[src/rtl/apb_pwm_mc.sv]
// apb_pwm_mc -- multi-channel APB PWM generator.
//
// A shared prescaler and period counter drive NCH duty comparators. The PERIOD
// and DUTY registers are shadows. Their values move into the active registers
// only at a period wrap, or continuously while the block is disabled, so an
// update never truncates or stretches a pulse that is already running.
//
// Ports
//   PCLK, PRESETn  clock, asynchronous active-low reset
//   PSEL, PENABLE, PWRITE, PADDR[19:2], PWDATA[31:0]
//                  APB slave inputs; decode uses PADDR[7:2]
//   PRDATA[31:0]   read data, combinational from PADDR
//   PREADY         always 1 (zero wait states)
//   PSLVERR        always 0
//   pwm_out[NCH]   registered PWM outputs
//   irq            registered level interrupt (WRAPF & IE)
//
// Register map (byte offsets)
//   0x00 CTRL    bit0 EN, bit1 ONESHOT
//   0x04 PRE     prescaler reload [PW-1:0]
//   0x08 PERIOD  period shadow [CW-1:0]
//   0x0C STATUS  bit0 WRAPF, write-1-to-clear
//   0x10 IE      bit0 interrupt enable
//   0x14 CNT     current counter value, read-only
//   0x20+4*i     DUTY[i] shadow [CW-1:0]
//   Reads of any other offset, including DUTY[i] for i >= NCH, return
//   32'hDEADBEEF.

module apb_pwm_mc #(
  parameter int unsigned NCH = 4,
  parameter int unsigned CW  = 16,
  parameter int unsigned PW  = 16
) (
  input  logic           PCLK,
  input  logic           PRESETn,
  input  logic           PSEL,
  input  logic [19:2]    PADDR,
  input  logic           PENABLE,
  input  logic           PWRITE,
  input  logic [31:0]    PWDATA,
  output logic [31:0]    PRDATA,
  output logic           PREADY,
  output logic           PSLVERR,
  output logic [NCH-1:0] pwm_out,
  output logic           irq
);

  // Word indices within the 256-byte window
  localparam logic [5:0] A_CTRL   = 6'h00;
  localparam logic [5:0] A_PRE    = 6'h01;
  localparam logic [5:0] A_PERIOD = 6'h02;
  localparam logic [5:0] A_STATUS = 6'h03;
  localparam logic [5:0] A_IE     = 6'h04;
  localparam logic [5:0] A_CNT    = 6'h05;

  // Register state
  logic          en;
  logic          oneshot;
  logic [PW-1:0] pre;
  logic [CW-1:0] per_sh;
  logic [CW-1:0] per_act;
  logic          wrapf;
  logic          ie;
  logic [CW-1:0] duty_sh  [NCH];
  logic [CW-1:0] duty_act [NCH];

  // Timebase
  logic [PW-1:0] pc;
  logic [CW-1:0] cnt;
  logic          tick;
  logic          wrap;

  // Bus decode
  logic [5:0]    widx;
  logic          duty_win;
  logic [2:0]    duty_idx;
  logic          wr;
  logic          wr_ctrl;
  logic          wr_pre;
  logic          wr_period;
  logic          wr_status;
  logic          wr_ie;
  logic [NCH-1:0] wr_duty;
  logic [NCH-1:0] pwm_next;

  // Upper address bits and write-data bits beyond the field widths are
  // intentionally ignored.
  logic          unused_bits;
  assign unused_bits = ^{PADDR[19:8], PWDATA};

  assign PREADY  = 1'b1;
  assign PSLVERR = 1'b0;

  assign widx     = PADDR[7:2];
  assign duty_win = (widx[5:3] == 3'b001);   // byte offsets 0x20..0x3C
  assign duty_idx = widx[2:0];

  assign wr        = PSEL & PWRITE & PENABLE;
  assign wr_ctrl   = wr && (widx == A_CTRL);
  assign wr_pre    = wr && (widx == A_PRE);
  assign wr_period = wr && (widx == A_PERIOD);
  assign wr_status = wr && (widx == A_STATUS);
  assign wr_ie     = wr && (widx == A_IE);

  always_comb begin
    wr_duty = '0;
    for (int unsigned i = 0; i < NCH; i++) begin
      wr_duty[i] = wr && duty_win && (duty_idx == 3'(i));
    end
  end

  // tick closes one prescaler interval; wrap closes one full period.
  assign tick = en && (pc == pre);
  assign wrap = tick && (cnt == per_act);

  // Control and status
  always_ff @(posedge PCLK or negedge PRESETn) begin
    if (!PRESETn) begin
      en      <= 1'b0;
      oneshot <= 1'b0;
      pre     <= '0;
      per_sh  <= '0;
      wrapf   <= 1'b0;
      ie      <= 1'b0;
    end else begin
      // A CTRL write beats the one-shot auto-clear.
      if (wr_ctrl) begin
        en      <= PWDATA[0];
        oneshot <= PWDATA[1];
      end else if (wrap && oneshot) begin
        en <= 1'b0;
      end

      if (wr_pre)    pre    <= PWDATA[PW-1:0];
      if (wr_period) per_sh <= PWDATA[CW-1:0];
      if (wr_ie)     ie     <= PWDATA[0];

      // Set beats a coincident write-1-to-clear.
      if (wrap) begin
        wrapf <= 1'b1;
      end else if (wr_status && PWDATA[0]) begin
        wrapf <= 1'b0;
      end
    end
  end

  // Duty shadows
  always_ff @(posedge PCLK or negedge PRESETn) begin
    if (!PRESETn) begin
      for (int unsigned i = 0; i < NCH; i++) begin
        duty_sh[i] <= '0;
      end
    end else begin
      for (int unsigned i = 0; i < NCH; i++) begin
        if (wr_duty[i]) duty_sh[i] <= PWDATA[CW-1:0];
      end
    end
  end

  // Active registers sample the shadows as they stood before this edge, so a
  // shadow write landing on the wrap edge is deferred to the following wrap.
  always_ff @(posedge PCLK or negedge PRESETn) begin
    if (!PRESETn) begin
      per_act <= '0;
      for (int unsigned i = 0; i < NCH; i++) begin
        duty_act[i] <= '0;
      end
    end else if (!en || wrap) begin
      per_act <= per_sh;
      for (int unsigned i = 0; i < NCH; i++) begin
        duty_act[i] <= duty_sh[i];
      end
    end
  end

  // Prescaler and period counter. The counter returns to 0 through the
  // equality compare with per_act, never through overflow.
  always_ff @(posedge PCLK or negedge PRESETn) begin
    if (!PRESETn) begin
      pc  <= '0;
      cnt <= '0;
    end else if (!en) begin
      pc  <= '0;
      cnt <= '0;
    end else begin
      if (tick) begin
        pc <= '0;
      end else begin
        pc <= pc + PW'(1);
      end

      if (wrap) begin
        cnt <= '0;
      end else if (tick) begin
        cnt <= cnt + CW'(1);
      end
    end
  end

  // Outputs
  always_comb begin
    pwm_next = '0;
    for (int unsigned i = 0; i < NCH; i++) begin
      pwm_next[i] = en && (cnt < duty_act[i]);
    end
  end

  always_ff @(posedge PCLK or negedge PRESETn) begin
    if (!PRESETn) begin
      pwm_out <= '0;
      irq     <= 1'b0;
    end else begin
      pwm_out <= pwm_next;
      irq     <= wrapf & ie;
    end
  end

  // Read mux; PERIOD and DUTY return the shadow values.
  always_comb begin
    PRDATA = 32'hDEADBEEF;
    case (widx)
      A_CTRL: begin
        PRDATA = '0;
        PRDATA[1:0] = {oneshot, en};
      end
      A_PRE: begin
        PRDATA = '0;
        PRDATA[PW-1:0] = pre;
      end
      A_PERIOD: begin
        PRDATA = '0;
        PRDATA[CW-1:0] = per_sh;
      end
      A_STATUS: begin
        PRDATA = '0;
        PRDATA[0] = wrapf;
      end
      A_IE: begin
        PRDATA = '0;
        PRDATA[0] = ie;
      end
      A_CNT: begin
        PRDATA = '0;
        PRDATA[CW-1:0] = cnt;
      end
      default: begin
        if (duty_win) begin
          for (int unsigned i = 0; i < NCH; i++) begin
            if (duty_idx == 3'(i)) begin
              PRDATA = '0;
              PRDATA[CW-1:0] = duty_sh[i];
            end
          end
        end
      end
    endcase
  end

endmodule

[config.mk]
export PLATFORM = sky130hd
export DESIGN_NAME = apb_pwm_mc
export DESIGN_NICKNAME = d
export VERILOG_FILES = /design/src/rtl/apb_pwm_mc.sv
export SDC_FILE = /design/constraint.sdc
export NUM_CORES = 1
export LEC_CHECK = 0
export CAP_MARGIN = 20
export CORE_MARGIN = 3
export CORE_UTILIZATION = 35
export CTS_CLUSTER_DIAMETER = 40
export DETAILED_ROUTE_END_ITERATION = 16
export GPL_TIMING_DRIVEN = 0
export PLACE_DENSITY = 0.56
export SYNTH_ARGS = -nofsm -noshare
export SYNTH_HDL_FRONTEND = slang
export SYNTH_SLANG_ARGS = --single-unit
[constraint.sdc]
create_clock -name PCLK -period 5.1 [get_ports PCLK]
set_input_delay 1.53 -clock PCLK [delete_from_list [all_inputs] [get_ports PCLK]]
set_output_delay 1.53 -clock PCLK [all_outputs]
set_load 0.02 [all_outputs]
# == Word level (Yosys, flattened, before mapping) ==
# Index checks and enable logic that the tools add are counted.
# word_totals
register_bits,217
input_bits,55
out_inout_bits,39
elab_cells,79
# classes
n_addsub,2
magnitude_cmp,4
n_eq_ne,12
mux,15
n_bitwise,3
n_reduce_logical,24
# ops
cell,n
$pmux 32 s6,1
$mux 32,5
$mux 16,5
$lt 16x16->1,4
$add 16x1->16 const B,2
$eq 16x16->1,2
$logic_and 1x1->1,18
$eq 6x2->1 const B,2
$eq 6x3->1 const B,2
$eq 3x1->1 const B,2
$eq 3x2->1 const B,2
$eq 6x1->1 const B,1
$logic_not 6->1,1
$mux 1,4
$reduce_bool 2->1,2
$and 1x1->1,3
$logic_not 3->1,1
$ne 3x1->1 const B,1
$logic_not 1->1,1
$logic_or 1x1->1,1

# == Logic depth before layout (Yosys ltp) ==
# Gate-level depths: netlist (run 1).
# depth
word_depth,7
ltp_mapped,10
ltp_nobuf,8

# == Least setup slack after synthesis (run 1) ==
# No wires, ideal clock.
# synth_timing
kind,input -> output
from,input port PADDR[6] (netlist bit)
to,output port PRDATA[10]
t_arrival_ns,3.265
required_time_ns,3.570
setup_slack_ns,0.305
cell_stages,7
n_path_buf,2
cell_sequence,or3_1 > nor3b_1 > and2_1 > clkbuf_1 > buf_2 > a22oi_1 > a32oi_1
# synth_via
elab_chain_len,3
word_cells_on_any_way,9
classes_between,eq/ne: 6; mux: 2; reduce/logical: 1
# synth_lines
item,line,text
"start, declared",37,"input logic [19:2] PADDR,"
$eq 3x1->1,95,assign duty_win = (widx[5:3] == 3'b001);
$mux 32,247,if (duty_win) begin
$pmux 32 s6 (*),221,case (widx)
"end, declared",41,"output logic [31:0] PRDATA,"
# Mark *: on every way between the ends. The rest lies on a longest branch, timed or not.

# == Worst setup path in the final report (run 1) ==
# layout_timing
from,input port PADDR[5] (netlist bit)
to,output port PRDATA[9]
# The elaborated chain is that of the path after synthesis.

==> results of run 1 <==
[final timing paths]
kind | start | end | slack (ns) | depth (start not counted)
min in group asynchronous | PRESETn | duty_sh[17]$_DFFE_PN0P_ | 0.94 | 1
setup reg to reg | cnt[15]$_DFFE_PN0P_ | duty_act[38]$_DFFE_PN0P_ | 2.19 | 8
hold / removal | wrapf$_DFFE_PN0P_ | wrapf$_DFFE_PN0P_ | 0.50 | 2
max in group asynchronous | PRESETn | per_sh[9]$_DFFE_PN0P_ | 2.97 | 3
hold reg to reg | wrapf$_DFFE_PN0P_ | wrapf$_DFFE_PN0P_ | 0.50 | 2
setup / recovery | PADDR[5] | PRDATA[9] | 0.06 | 8
[area by class of cell]
type	count	share of cell area (%)
buffer	56	3.25
clock buffer	48	7.50
clock inverter	20	1.75
inverter	65	1.71
multi-input combinational	643	39.0
sequential	217	38.1
tap	435	3.82
timing repair buffer	70	4.93
[metrics by stage]
stage	power (mW)	TNS, ns
floorplan	2.13	0
global placement	2.34	-1598.20
detailed placement	2.35	-41.62
CTS	5.00	0
global route	5.12	0
finish	4.95	0
[state kept, by name, summed over array words and instances (netlist names)]
signal    cells
pc           16
ie            1
duty_sh      64
cnt          16
pre          16
irq           1
per_act      16
oneshot       1
wrapf         1
per_sh       16
duty_act     64
pwm_out       4
en            1
[power breakdown]
group / internal (mW) / switching [mW]
Sequential: 1.80 / 0.0569
Clock: 1.74 / 0.884
Combinational: 0.206 / 0.265
Total: 3.74 / 1.21
[worst min-delay path: stages, from the launching register on]
cell and delay, ns:
dfrtp_1 0.36, nand2_1 0.05, o21ai_0 0.06
[layout by cell type, fill, tap and decap left out, drive strengths merged, types with 6 or more instances in the layout]
| master | netlist | layout |
|---|---|---|
| a211oi | 6 | 6 |
| a21o | 20 | 20 |
| a21oi | 41 | 41 |
| a22oi | 13 | 13 |
| a32oi | 11 | 11 |
| and3 | 9 | 9 |
| buf | 37 | 56 |
| clkbuf | 20 | 68 |
| clkdlybuf4s15 | 0 | 8 |
| clkdlybuf4s50 | 0 | 35 |
| clkinv | 0 | 12 |
| conb | 2 | 7 |
| dfrtp | 217 | 217 |
| dlygate4sd2 | 0 | 7 |
| ha | 62 | 62 |
| inv | 65 | 67 |
| mux2 | 182 | 182 |
| mux2i | 16 | 16 |
| nand2 | 46 | 46 |
| nand2b | 7 | 7 |
| nand3 | 19 | 19 |
| nand3b | 6 | 6 |
| nand4 | 18 | 18 |
| nor2 | 62 | 62 |
| nor3 | 9 | 9 |
| o21ai | 11 | 11 |
| xnor2 | 36 | 36 |
| xor2 | 21 | 21 |
[metal layers]
layer / global-route usage, % / vias up
met5: 0 / -
met1: 28.2 / 3940
met3: 3.56 / 70
met2: 27.8 / 206
li1: - / 3659
met4: 7.01 / 2
[timing repair]
action / CTS / global route
setup buffers: 10 / 0
setup endpoints to repair: 27 / 19
cloned: 1 / 0
gates resized for setup: 114 / 5
pin swaps: 8 / 0
[cell families after synthesis]
kind of cell    Yosys count  share of synthesized area (%)
other cells               2                         0.0653
simple gates            194                           8.17
xor+xnor                 57                           4.34
flops                   217                           47.2
buf+inv                 122                           5.53
mux                     198                           20.5
fa+ha+maj                62                           6.74
compound gates          125                           7.42
==> impl_metrics.ini, run 1 <==
[clock_network]
holdBufCountCts = 0
cts_root_buf = clkbuf_16
cts_made_buffers = 37
clock-sinks = 217
cts_tree = yes
cts_max_level = 2
clk_path_buf_depth = 3
clk_pin_slew_ns = 0.05
worstSkewPairLatency_ns = 0.51

[drt]
vias = 7877
met2_length_mm = 14.0
top_layer_used = met5
drt-total-wl_mm = 33.2
wl_per_cell_um = 21.4
wl_met1_mm = 16.3
wl_met3_mm = 1.68
ant_nets = 0
drc = 0
drt_iter0_markers = 524
firstDrtPassIters = 4
via_per_inst = 5.07

[placement]
place_congestion = 0.851
place_area_mm2 = 0.0127
dp_cells = 1476
pre_cts_ws_ns = -1.96
dp_hpwl_mm = 23.2
port_buffers = 57

[timing]
hold_viol_final = 0
period_minus_slack_ns = 5.04
maxSlewViolCount = 0
timing.final.crit_share_pct = 98.9
rsz0062_at_grt = no
tightest_slew_ns = 1.03
finalSetupViolCount = 0
setup_ws_ns = 0.0561
clock_skew_ns = 0.0154
fmax_mhz = 198
holdWs_ns = 0.500
slew-limit-headroom_pct = 30.4

[job]
cap_violations = 0

[floorplan]
core_mm2 = 0.0320
die_w_um = 187
rows = 65
initial_utilization_pct = 36.0
die_area_mm2 = 0.0351
ios = 94
die_h_um = 187

[setup_path]
crit_chain = dlygate4sd2_1, or3_4, nor3b_4, and2_4, buf_12, a22oi_1, a32oi_1, clkdlybuf4s15_2
cp-end-kind = output pin
start_kind = primary input
cpLargestDelayFamily = simple AND/OR/NAND/NOR gates
crit_path_top_delay_cell = or3_4
max_stage_delay_ns = 0.41
critical_path_class = primary input to output pin
arrival_ns = 3.51
required_ns = 3.57
crit_fanout = 7
crit_buf_inv = 3

[pwr]
powerDensity_mw_per_mm2 = 347
p_leak_nw = 6.86
vdd_drop_max_mv = 0.188

[synth]
synth-seq-cells = 217
avgSynthCellArea_um2 = 11.8
synth_top_area_cell = dfrtp_1
ys_seq_area_share_pct = 47.2
ys_warn_count = 0
synth_edf_count = 0
synthCells = 977
synth_most_common_cell = dfrtp_1
syn-cell-area_mm2 = 0.0115
netlist_top_cells_count = dfrtp_1, mux2_2, inv_1
yosysUniqueCellTypes = 52
yosysTopAreaCellShare_pct = 47.2
synthFlopType = dfrtp_1
async_reset_ff_share_pct = 100
synth_area_leaders = dfrtp_1, mux2_2, ha_1, mux2_4, xnor2_1

[final_layout]
area_growth_pct = 24.0
design_area_mm2 = 0.0143
layout-drive-gt1-share_pct = 29.9
multi_input_area_mm2 = 0.00556
diodes = 0
postLayoutCoreUtil_pct = 44.6
nets = 1207
fillers = 2969
final_cells = 1554
seq_area_mm2 = 0.00543

[global_routing]
grt_pass1_wl_mm = 51.3
grt-ovfl-total = 0
grt_pass1_vias = 8207
grt_start_max_net_pins = 90
antenna_found_initial = 1
grt_usage_pct = 19.1

[outcome]
outcome = finished clean

[worst_hold_path]
min_path_type = register to register
(Power assumes the default switching activity.)
==> inputs of run 2 (changes only) <==
--- a/config.mk
+++ b/config.mk
@@ -5,13 +5,15 @@
 export SDC_FILE = /design/constraint.sdc
 export NUM_CORES = 1
 export LEC_CHECK = 0
+export ABC_AREA = 1
 export CAP_MARGIN = 20
 export CORE_MARGIN = 3
 export CORE_UTILIZATION = 35
 export CTS_CLUSTER_DIAMETER = 40
 export DETAILED_ROUTE_END_ITERATION = 16
 export GPL_TIMING_DRIVEN = 0
-export PLACE_DENSITY = 0.56
+export PLACE_DENSITY = 0.55
+export REMOVE_ABC_BUFFERS = 1
 export SYNTH_ARGS = -nofsm -noshare
 export SYNTH_HDL_FRONTEND = slang
 export SYNTH_SLANG_ARGS = --single-unit
==> impl_metrics.ini, run 2 <==
[outcome]
outcome = finished clean

[floorplan]
ios = 94
die_h_um = 191
core_mm2 = 0.0336
die_area_mm2 = 0.0365
rows = 67
initial_utilization_pct = 35.6
die_w_um = 191

[timing]
period_minus_slack_ns = 5.06
hold_viol_final = 0
tightest_slew_ns = 0.935
rsz0062_at_grt = yes
clock_skew_ns = 0.0107
slew-limit-headroom_pct = 37.5
timing.final.crit_share_pct = 99.2
fmax_mhz = 198
maxSlewViolCount = 0
setup_tns_ns = 0
finalSetupViolCount = 0

[drt]
drt_iter0_markers = 911
vias = 10700
drt-total-wl_mm = 37.4
ant_nets = 0
via_per_inst = 5.06
firstDrtPassIters = 5
drc = 0
wl_per_cell_um = 17.7

[clock_network]
cts_made_buffers = 37
clk_path_buf_depth = 3
cts_root_buf = clkbuf_16
worstSkewPairLatency_ns = 0.51
cts_tree = yes
clk_pin_slew_ns = 0.05
holdBufCountCts = 0
cts_max_level = 2
clock-sinks = 217

[final_layout]
nets = 1752
top_regs = duty_act: 64 flops, duty_sh: 64 flops
seq_area_mm2 = 0.00543
final_cell_mix = nand2_1, dfrtp_1, inv_1, o21ai_0, nand3_1
final_common_cell = nand2_1
final_cells = 2109
fillers = 3340
diodes = 0
area_growth_pct = 21.0
multi_input_area_mm2 = 0.00554
layout-drive-gt1-share_pct = 8.79

[pwr]
vdd_drop_max_mv = 0.277
fin_total_pwr_mw = 4.83
p_leak_nw = 7.17
powerDensity_mw_per_mm2 = 333

[synth]
syn-cell-area_mm2 = 0.0120
synth-seq-cells = 217
async_reset_ff_share_pct = 100
ys_warn_count = 0
synthFlopType = dfrtp_1
ys_seq_area_share_pct = 45.4
avgSynthCellArea_um2 = 7.58
synth_area_leaders = dfrtp_1, nand2_1, ha_1, o21ai_0, inv_1
synthCells = 1579
yosysTopAreaCellShare_pct = 45.4
yosysUniqueCellTypes = 31
synth_edf_count = 0
synth_top_area_cell = dfrtp_1
synth_most_common_cell = nand2_1
netlist_top_cells_count = nand2_1, dfrtp_1, inv_1

[worst_hold_path]
min_path_type = register to register
holdPathStages = 2

[global_routing]
grt-ovfl-total = 0
antenna_found_initial = 0
grt_usage_pct = 20.9
grt_pass1_vias = 10300
grt_pass1_wl_mm = 59.0
grt_start_max_net_pins = 88

[setup_path]
start_kind = primary input
crit_chain = clkdlybuf4s50_1, nor2_4, inv_1, nor2_4, buf_4, nor2_4, buf_4, nor3_1, a21oi_2, clkdlybuf4s15_2
max_stage_delay_ns = 0.44
r2r.worst_path.cells = 11
cpLargestDelayFamily = buffers and inverters
crit_buf_inv = 5
arrival_ns = 3.53
critical_path_class = primary input to output pin
required_ns = 3.57
crit_fanout = 7
crit_path_top_delay_cell = clkdlybuf4s50_1
crit_top_cell = nor2_4
cp-end-kind = output pin
cp_num_cells = 10

[job]
cap_violations = 0

[placement]
dp_hpwl_mm = 24.9
port_buffers = 58
place_congestion = 0.870
dp_cells = 2027
run 2: changes by cell type in the layout (fill, tap and decap cells not counted), moves of 13 or more:
cell / delta
a21o_1: -20
a22oi_1: -13
buf_4: -16
inv_1: +121
mux2_2: -137
mux2_4: -40
mux2i_1: -16
nand2_1: +447
nand3_1: +93
nor2_1: +28
nor3_1: +13
o21ai_0: +136
xnor2_1: -33
run 2: area by class of cell:
cell class,count,share of cell area (%)
Multi-Input combinational cell,1091,38.3
Sequential cell,217,37.5
Clock buffer,48,7.11
Timing Repair Buffer,89,6.61
Inverter,199,5.34
Tap cell,448,3.87
Clock inverter,17,1.30
run 2: worst reg2reg max path: stages (launching register included):
cell     delay, ns
dfrtp_4       0.85
buf_16        0.32
inv_1         0.22
nor2_1        0.15
nand3_1       0.09
nor2_1        0.14
nand2_1       0.08
nor2_1        0.22
nand2_4       0.34
buf_12        0.32
nand3_1       0.15
nand2_1       0.07
run 2: cells by family (layout without fill, tap and decap cells):
| kind of cell | count (synthesis) | after routing | share of synthesized area (%) |
|---|---|---|---|
| AOI/OAI and AO/OA | 243 | 243 | 10.8 |
| buffers and inverters | 276 | 353 | 9.99 |
| xor gates and xnor gates | 19 | 19 | 1.39 |
| other | 2 | 7 | 0.0627 |
| DFF | 217 | 217 | 45.4 |
| adders and majority gates | 62 | 62 | 6.48 |
| and+or+nand+nor | 760 | 760 | 25.9 |
run 2: metrics by stage:
| stage | setup WS [ns] | hold WS (ns) | instance area (µm²) | util, % |
|---|---|---|---|---|
| global placement | -7.17 | 0.480 | 12700 | 37.7 |
| finish | 0.0391 | 0.491 | 14500 | 43.1 |
| floorplan | -1.32 | 0.454 | 11500 | - |
| global route | -0.0443 | 0.526 | 14500 | 43.1 |
| detailed placement | -1.44 | 0.484 | 13000 | 38.6 |
| CTS | 0.00838 | 0.495 | 14500 | 43.1 |
run 2: what timing repair did:
item,4_1_cts,5_1_grt
gates resized for setup,79,25
setup buffers,14,2
endpoints found under the setup margin,27,16
cloned,0,0
pin swaps,6,2
run 2: power breakdown:
| group | leakage (nW) | internal, mW | switching, mW |
|---|---|---|---|
| Combinational | 3.59 | 0.162 | 0.353 |
| Sequential | 2.99 | 1.80 | 0.0610 |
| Clock | 0.595 | 1.58 | 0.874 |
run 2: final timing paths:
kind / startpoint / to / slack, ns
min in group asynchronous: PRESETn / duty_sh[59]$_DFFE_PN0P_ / 0.92
hold / removal: duty_sh[16]$_DFFE_PN0P_ / duty_act[16]$_DFFE_PN0P_ / 0.49
hold reg to reg: duty_sh[16]$_DFFE_PN0P_ / duty_act[16]$_DFFE_PN0P_ / 0.49
max in group asynchronous: PRESETn / en$_DFFE_PN0P_ / 2.98
setup / recovery: PADDR[7] / PRDATA[9] / 0.04
setup reg to reg: en$_DFFE_PN0P_ / duty_act[25]$_DFFE_PN0P_ / 2.04
run 2: metal layers:
layer,GRT usage [%],up-vias,routed length [µm]
met4,7.59,0,1220
met2,32.5,343,16600
li1,-,5182,-
met1,29.8,5079,17300
met3,2.81,69,2260
met5,0,-,0
==> inputs of run 3 (changes only) <==
--- a/config.mk
+++ b/config.mk
@@ -14,6 +14,7 @@
 export GPL_TIMING_DRIVEN = 0
 export PLACE_DENSITY = 0.55
 export REMOVE_ABC_BUFFERS = 1
+export SETUP_SLACK_MARGIN = 0.5
 export SYNTH_ARGS = -nofsm -noshare
 export SYNTH_HDL_FRONTEND = slang
 export SYNTH_SLANG_ARGS = --single-unit
==> impl_metrics.ini, run 3 (synthesis gave the netlist of run 2 again) <==
[clock_network]
cts_max_level = 2
clk_pin_slew_ns = 0.05
clock-sinks = 217
cts_root_buf = clkbuf_16
cts_tree = yes
worstSkewPairLatency_ns = 0.51
clk_path_buf_depth = 3
cts_made_buffers = 37

[final_layout]
top_regs = duty_act: 64 flops, duty_sh: 64 flops
nets = 1763
final_cell_mix = nand2_1, dfrtp_1, inv_1, o21ai_0, nand3_1
final_common_cell = nand2_1
layout-drive-gt1-share_pct = 11.3
area_growth_pct = 23.2
postLayoutCoreUtil_pct = 43.9
design_area_mm2 = 0.0148
fillers = 3317

[floorplan]
die_h_um = 191
initial_utilization_pct = 35.6
die_w_um = 191
core_mm2 = 0.0336
rows = 67
ios = 94
die_area_mm2 = 0.0365

[placement]
port_buffers = 58
place_congestion = 0.870
place_area_mm2 = 0.0130
pre_cts_ws_ns = -1.44
dp_hpwl_mm = 24.9

[setup_path]
rrSetupSlack_ns = 2.03
cp-endpoint = PRDATA[2]
required_ns = 3.57
r2r.worst_path.cells = 11
cp-end-kind = output pin
crit_fanout = 7
critical_path_class = primary input to output pin
start_kind = primary input
max_stage_delay_ns = 0.25
crit_path_top_delay_cell = dlygate4sd2_1
cp_num_cells = 10
cpLargestDelayFamily = buffers and inverters
crit_buf_inv = 6
cp-startpoint = PADDR[5]
arrival_ns = 3.00
r2r_end = duty_act[25]$_DFFE_PN0P_
crit_chain = dlygate4sd2_1, inv_2, nand3_4, buf_4, inv_1, nor2_4, buf_12, nor3_1, a21oi_2, buf_4
crit_top_cell = buf_4
r2r_start = en$_DFFE_PN0P_

[drt]
vias = 10800
via_per_inst = 5.08
firstDrtPassIters = 6
drc = 0
drt-total-wl_mm = 38.2
wl_per_cell_um = 18.0
ant_nets = 0
drt_iter0_markers = 985

[timing]
setup_ws_ns = 0.569
timing.final.crit_share_pct = 88.8
period_minus_slack_ns = 4.53
hold_viol_final = 0
maxSlewViolCount = 0
rsz0062_at_grt = yes
tightest_slew_ns = 0.981
slew-limit-headroom_pct = 34.4
clock_skew_ns = 0.0153
setup_tns_ns = 0
fmax_mhz = 221
finalSetupViolCount = 0

[global_routing]
grt-ovfl-total = 0
antenna_found_initial = 0
grt_usage_pct = 21.1
grt_pass1_wl_mm = 59.6
grt_start_max_net_pins = 88
grt_pass1_vias = 10400

[pwr]
vdd_drop_max_mv = 0.278
fin_total_pwr_mw = 4.85
p_leak_nw = 7.23
powerDensity_mw_per_mm2 = 329

[outcome]
outcome = finished clean

[job]
cap_violations = 0

[worst_hold_path]
min_path_type = register to register
-- run 3: changes by cell type in the layout (fill, tap and decap cells not counted), moves of 5 or more --
cell             delta
clkbuf_2            -6
a21oi_2             +8
dlygate4sd2_1       +7
buf_4              +10
o21ai_1             +9
clkdlybuf4s50_1    -14
nor2_1              -5
a21oi_1             -8
buf_2               +8
buf_6               +5
o21ai_0            -13
-- run 3: how the worst min path moves through the flow --
| stage | start | to | cells past startpoint |
|---|---|---|---|
| 3_3_place_gp | duty_sh[18]$_DFFE_PN0P_ | duty_act[18]$_DFFE_PN0P_ | 2 |
| 2_1_floorplan | pc[0]$_DFF_PN0_ | pc[0]$_DFF_PN0_ | 1 |
| 3_5_place_dp | duty_sh[18]$_DFFE_PN0P_ | duty_act[18]$_DFFE_PN0P_ | 2 |
| 4_1_cts | duty_sh[16]$_DFFE_PN0P_ | duty_act[16]$_DFFE_PN0P_ | 2 |
| 5_1_grt | duty_act[0]$_DFFE_PN0P_ | duty_act[0]$_DFFE_PN0P_ | 2 |
| 6_report | duty_act[39]$_DFFE_PN0P_ | duty_act[39]$_DFFE_PN0P_ | 2 |
-- run 3: repair_timing --
item,CTS,global route
hold buffers,0,0
gates cloned,1,0
resized for setup,188,34
setup buffers,26,0
pin swaps,12,9
endpoints found under the setup margin,27,16
-- run 3: tightest hold or removal path, cell delays in order, from the launching register on --
cell,delay [ns]
dfrtp_1,0.34
nand3_1,0.07
nand2_1,0.05
-- run 3: area by class of cell --
class,count,area [µm²],area share [%]
sequential,217,5430,36.8
antenna,1,2.50,0.0170
tap,448,561,3.80
clock buffer,48,1030,6.98
multi-input combinational,1092,5690,38.5
timing repair buffer,99,1060,7.21
clock inverter,17,188,1.27
inverter,199,787,5.34
-- run 3: layer usage --
metal,GRT usage (%),routed length (µm),up-vias
met1,30.2,17600,5157
met2,32.8,17000,339
li1,-,-,5207
met5,0,0,-
met4,7.56,1250,0
met3,2.90,2380,68
-- run 3: power by group --
part           leakage [nW]  internal [mW]  switching (mW)  total (mW)
clock                 0.595           1.58           0.879        2.46
sequential             2.99           1.80          0.0616        1.86
combinational          3.65          0.169           0.363       0.531
total                  7.23           3.55            1.30        4.85
-- run 3: per-stage QoR --
step | std cells | hold WS, ns
floorplan | 1507 | 0.454
global placement | 2013 | 0.480
detailed placement | 2027 | 0.484
CTS | 2119 | 0.495
global route | 2120 | 0.526
finish | 2121 | 0.495
